**config.mk**
```make
export PLATFORM = sky130hd
export DESIGN_NAME = uart_tx_frame
export DESIGN_NICKNAME = d
export VERILOG_FILES = /design/src/rtl/uart_tx_frame.sv
export SDC_FILE = /design/constraint.sdc
export NUM_CORES = 1
export LEC_CHECK = 0
export ABC_AREA = 1
export BUFFER_PORTS_ARGS = -buffer_cell sky130_fd_sc_hd__buf_4
export CAP_MARGIN = 20
export CORE_MARGIN = 2
export CORE_UTILIZATION = 52
export DETAILED_ROUTE_END_ITERATION = 7
export PLACE_DENSITY = 0.72
export REMOVE_ABC_BUFFERS = 1
export SLEW_MARGIN = 20
export SYNTH_ARGS = -nofsm -noshare
export SYNTH_HDL_FRONTEND = slang
export SYNTH_SLANG_ARGS = --single-unit
```
**constraint.sdc**
```tcl
create_clock -name clk -period 1.7 [get_ports clk]
set_input_delay 0.085 -clock clk [delete_from_list [all_inputs] [get_ports clk]]
set_output_delay 0.085 -clock clk [all_outputs]
set_load 0.005 [all_outputs]
```
**src/rtl/uart_tx_frame.sv**
```systemverilog
// UART transmitter: start, 5..9 data bits LSB first, optional parity,
// 1..2 stop bits, paced by an oversampled baud strobe.
module uart_tx_frame #(
    parameter int DATA_BITS  = 8,
    parameter int PARITY_EN  = 0,
    parameter int PARITY_ODD = 0,
    parameter int STOP_BITS  = 1,
    parameter int OVERSAMPLE = 16
) (
    input  logic                 clk,
    input  logic                 rst,
    input  logic                 baud_tick,
    input  logic                 i_valid,
    output logic                 i_ready,
    input  logic [DATA_BITS-1:0] i_data,
    output logic                 tx_data,
    output logic                 tx_busy,
    output logic                 tx_done
);

    localparam int TW = (OVERSAMPLE > 1) ? $clog2(OVERSAMPLE) : 1;

    typedef enum logic [2:0] {
        IDLE   = 3'd0,
        START  = 3'd1,
        DATA   = 3'd2,
        PARITY = 3'd3,
        STOP   = 3'd4
    } state_t;

    state_t               state_q;
    logic [TW-1:0]        tick_q;
    logic [3:0]           bit_q;
    logic [DATA_BITS-1:0] sh_q;
    logic                 par_q;
    logic                 tx_q;
    logic                 busy_q;
    logic                 done_q;
    logic                 bit_end;
    logic                 cnt_bad;

    assign i_ready = (state_q == IDLE) && rst;
    assign tx_data = tx_q;
    assign tx_busy = busy_q;
    assign tx_done = done_q;

    assign bit_end = baud_tick && (tick_q == TW'(OVERSAMPLE - 1));

    // Counter values no legal frame can reach force a clean return to idle
    always_comb begin
        cnt_bad = int'(tick_q) > OVERSAMPLE - 1;
        unique case (state_q)
            DATA:    cnt_bad = cnt_bad || (int'(bit_q) > DATA_BITS - 1);
            STOP:    cnt_bad = cnt_bad || (int'(bit_q) > STOP_BITS - 1);
            default: cnt_bad = cnt_bad || (bit_q != 4'd0);
        endcase
    end

    always_ff @(posedge clk) begin
        if (!rst) begin
            state_q <= IDLE;
            tick_q  <= '0;
            bit_q   <= '0;
            sh_q    <= '0;
            par_q   <= 1'b0;
            tx_q    <= 1'b1;
            busy_q  <= 1'b0;
            done_q  <= 1'b0;
        end else begin
            done_q <= 1'b0;
            if (state_q != IDLE && baud_tick) begin
                tick_q <= bit_end ? '0 : tick_q + 1'b1;
            end
            unique case (state_q)
                IDLE: begin
                    tick_q <= '0;
                    bit_q  <= '0;
                    tx_q   <= 1'b1;
                    busy_q <= 1'b0;
                    if (i_valid) begin
                        sh_q    <= i_data;
                        par_q   <= (PARITY_ODD != 0) ? ~^i_data : ^i_data;
                        state_q <= START;
                        tx_q    <= 1'b0;
                        busy_q  <= 1'b1;
                    end
                end
                START: begin
                    if (bit_end) begin
                        state_q <= DATA;
                        bit_q   <= '0;
                        tx_q    <= sh_q[0];
                        sh_q    <= sh_q >> 1;
                    end
                end
                DATA: begin
                    if (bit_end) begin
                        if (bit_q == 4'(DATA_BITS - 1)) begin
                            bit_q <= '0;
                            if (PARITY_EN != 0) begin
                                state_q <= PARITY;
                                tx_q    <= par_q;
                            end else begin
                                state_q <= STOP;
                                tx_q    <= 1'b1;
                            end
                        end else begin
                            bit_q <= bit_q + 4'd1;
                            tx_q  <= sh_q[0];
                            sh_q  <= sh_q >> 1;
                        end
                    end
                end
                PARITY: begin
                    if (bit_end) begin
                        state_q <= STOP;
                        bit_q   <= '0;
                        tx_q    <= 1'b1;
                    end
                end
                STOP: begin
                    if (bit_end) begin
                        if (bit_q == 4'(STOP_BITS - 1)) begin
                            state_q <= IDLE;
                            bit_q   <= '0;
                            tx_q    <= 1'b1;
                            busy_q  <= 1'b0;
                            done_q  <= 1'b1;
                        end else begin
                            bit_q <= bit_q + 4'd1;
                        end
                    end
                end
                default: begin
                    state_q <= IDLE;
                    tick_q  <= '0;
                    bit_q   <= '0;
                    tx_q    <= 1'b1;
                    busy_q  <= 1'b0;
                end
            endcase
            if (state_q != IDLE && cnt_bad) begin
                state_q <= IDLE;
                tick_q  <= '0;
                bit_q   <= '0;
                tx_q    <= 1'b1;
                busy_q  <= 1'b0;
                done_q  <= 1'b0;
            end
        end
    end

endmodule

```
==> impl_metrics.yaml <==
sta:
  max_slew_margin_pct: 72.9
  post-route-min-period_ns: 1.54
  grt_setup_unrepaired: "false"
  setup_violations: 0
  period_share_pct: 90.4
  finClkSkew_ns: 0.00809
  timing.final.ws_setup_ns: 0.163
  slew_viol_final: 0
  max_freq_mhz: 651
  fin_tns_setup_ns: 0
  holdWs_ns: 0.0154
  tightest_slew_ns: 0.403
  hold_viol_final: 0
routing:
  wl_per_cell_um: 10.4
  viasPerCell: 5.00
  firstDrtPassIters: 5
  ant_nets: 0
  dr_total_vias: 1171
  drt_iter0_drc: 27
  routed_wirelength_um: 2430
  drc: 0
yosys:
  ys_seq_area_share_pct: 35.6
  avgSynthCellArea_sq_um: 6.52
  yosys-top-cells-area: "dfxtp_1 (36%), nand2_1 (18%), nor2_1 (8.8%)"
  ys_types: 28
  ys_warn_count: 0
  synth_common_cells: "nand2_1 (58), nor2_1 (29), dfxtp_1 (22)"
  synth_top_area_share_pct: 35.6
  syn_area_sq_um: 1240
  syn_inst: 190
  synth.most_common_cell: "nand2_1"
  ys.flop_type: "dfxtp_1"
  async_reset_ff_share_pct: 0
  synth_seq_cells: 22
  synth-edff-count: 0
  yosys.area.top_type: "dfxtp_1"
min_path:
  hold_depth: 3
  min_from: "i_data[7]"
  min_path_type: "primary input to register"
  hold_end: "sh_q[7]"
cells_and_area:
  nNetsFinal: 223
  syn2layout_area_growth_pct: 12.5
  layout-drive-gt1-share_pct: 17.5
  finalCoreUtilization_pct: 62.4
  postLayoutCellArea_sq_um: 1390
  nFillCells: 210
  diodes: 0
  final_cells: 234
floorplanning:
  die_h_um: 52.8
  start_util_pct: 55.5
  die_w_um: 52.8
  fp.coreArea_sq_um: 2230
  std_cell_rows: 17
  dieArea_sq_um: 2790
  io-pin-count: 16
power:
  pwr-share-seq_pct: 30.3
  leakagePower_nw: 0.699
  power_frac_clock_pct: 8.8
  power_density_nw_per_um2: 1870
  p_total_mw: 2.61
  switching_power_mw: 1.30
  vdd_drop_max_uv: 1300
  pwr-share-comb_pct: 60.9
  p_int_mw: 1.31
  p_sw_share_pct: 49.8
clock_tree:
  clkSlewWorstSetupHoldPaths_ns: 0.12
  cts_resized: 0
  cts_buffer_depth: 2
  cts-hold-fix-buffers: 0
  post_cts_buffers: 0
  htree_levels: 1
  cts-root-buf: "clkbuf_4"
  cts_buffers: 3
  clk_latency_ns: 0.31
  cts_tree: "yes"
  cts.sinks: 22
place:
  place_area_sq_um: 1370
  dp.cells: 231
  gp_congestion: 0.862
  detailedPlace.worstSlack_ns: 0.166
  dpl.hpwl_um: 1850
  port_buffers: 15
setup_path:
  r2r_slack_ns: 0.16
  r2r-end: "bit_q[2]"
  rr_startpoint: "tick_q[0]"
  crit_fanout: 10
  critPathLaunchType: "register"
  crit_type: "register to register"
  cp_data_arrival_time_ns: 1.75
  crit_required_ns: 1.91
  crit_chain: "ha_1, nand4_2, nand2_2, o21ai_0, inv_1, nand2_1, nand2_1, nor2_1"
  cp_slowest_cell: "dfxtp_1"
  rr_worst_depth: 8
  crit_path_max_incr_delay_ns: 0.39
  endpoint_kind: "register"
  critPathMostFrequentCell: "nand2_1"
grt:
  grt_pass1_vias: 1027
  grt.overflow.total: 0
  grt_first_pass_wirelength_um: 4330
  grt_util_all_layers_pct: 21.0
  antenna_found_initial: 0
  grt_max_degree: 17
flow_run:
  cap_violations: 0
outcome:
  status: "finished, final reports clean"
sequential cells by signal, indices dropped and copies added (netlist names):
name	cells
bit_q	4
sh_q	8
state_q	3
tick_q	4
tx_busy	1
tx_data	1
tx_done	1
power groups by stage:
stage / clock network (mW) / logic, mW / registers (mW)
global placement: 0 / 1.55 / 0.795
floorplan: 0 / 1.25 / 0.783
CTS: 0.237 / 1.59 / 0.789
finish: 0.230 / 1.59 / 0.790
global route: 0.271 / 1.86 / 0.810
detailed placement: 0 / 1.59 / 0.800
layout by cell type (no fill, tap or decap), drive strengths merged:
master / synthesis / final
or2: 1 / 1
nand4: 3 / 3
inv: 23 / 23
nor4: 1 / 1
nand2: 62 / 62
xnor2: 1 / 1
nand3b: 1 / 1
nor3: 1 / 1
o21ai: 14 / 14
a21oi: 10 / 10
nor2: 32 / 32
dfxtp: 22 / 22
ha: 3 / 3
clkbuf: 1 / 3
buf: 2 / 16
xor2: 1 / 1
nand3: 12 / 12
critical path: cells and delay by family, from the launching register on:
kind | cells | cell delay, ns
compound gates | 1 | 0.16
fa+ha+maj | 1 | 0.22
buf+inv | 1 | 0.10
flops | 1 | 0.39
simple gates | 5 | 0.58
kinds of logic (layout without fill, tap and decap cells):
| family | after synthesis | after routing | synth area share [%] |
|---|---|---|---|
| AOI/OAI and AO/OA | 24 | 24 | 10.0 |
| xor gates and xnor gates | 2 | 2 | 1.41 |
| adders and majority gates | 3 | 3 | 3.03 |
| buffers and inverters | 26 | 42 | 8.79 |
| DFF | 22 | 22 | 35.6 |
| and+or+nand+nor | 113 | 113 | 41.2 |
how the worst max path moves through the flow:
stage                     cells after the start  slack (ns)        end  startpoint
after floorplan                               8        0.35  tick_q[3]    bit_q[0]
after global placement                        6        0.28    sh_q[7]   tick_q[0]
after detailed placement                      8        0.17   bit_q[2]   tick_q[0]
after CTS                                     8        0.16   bit_q[2]   tick_q[0]
after global routing                          8        0.01   bit_q[2]   tick_q[0]
final                                         8        0.16   bit_q[2]   tick_q[0]
cell type report:
class	instances	area, sq um	share of cell area, %
inverters	23	86.3	6.19
well taps	28	35.0	2.51
flip-flops and latches	22	440	31.6
multi-input cells	142	689	49.5
repair buffers	16	120	8.62
clock buffers	3	22.5	1.62
routing by layer:
metal / global-route usage (%) / wire (um) / vias up
met5: 0 / 0 / -
met3: 5.14 / 114 / 2
li1: - / - / 629
met2: 35.2 / 1110 / 22
met4: 6.41 / 9 / 0
met1: 26.4 / 1200 / 518
Power figures use the tool's default switching activity.
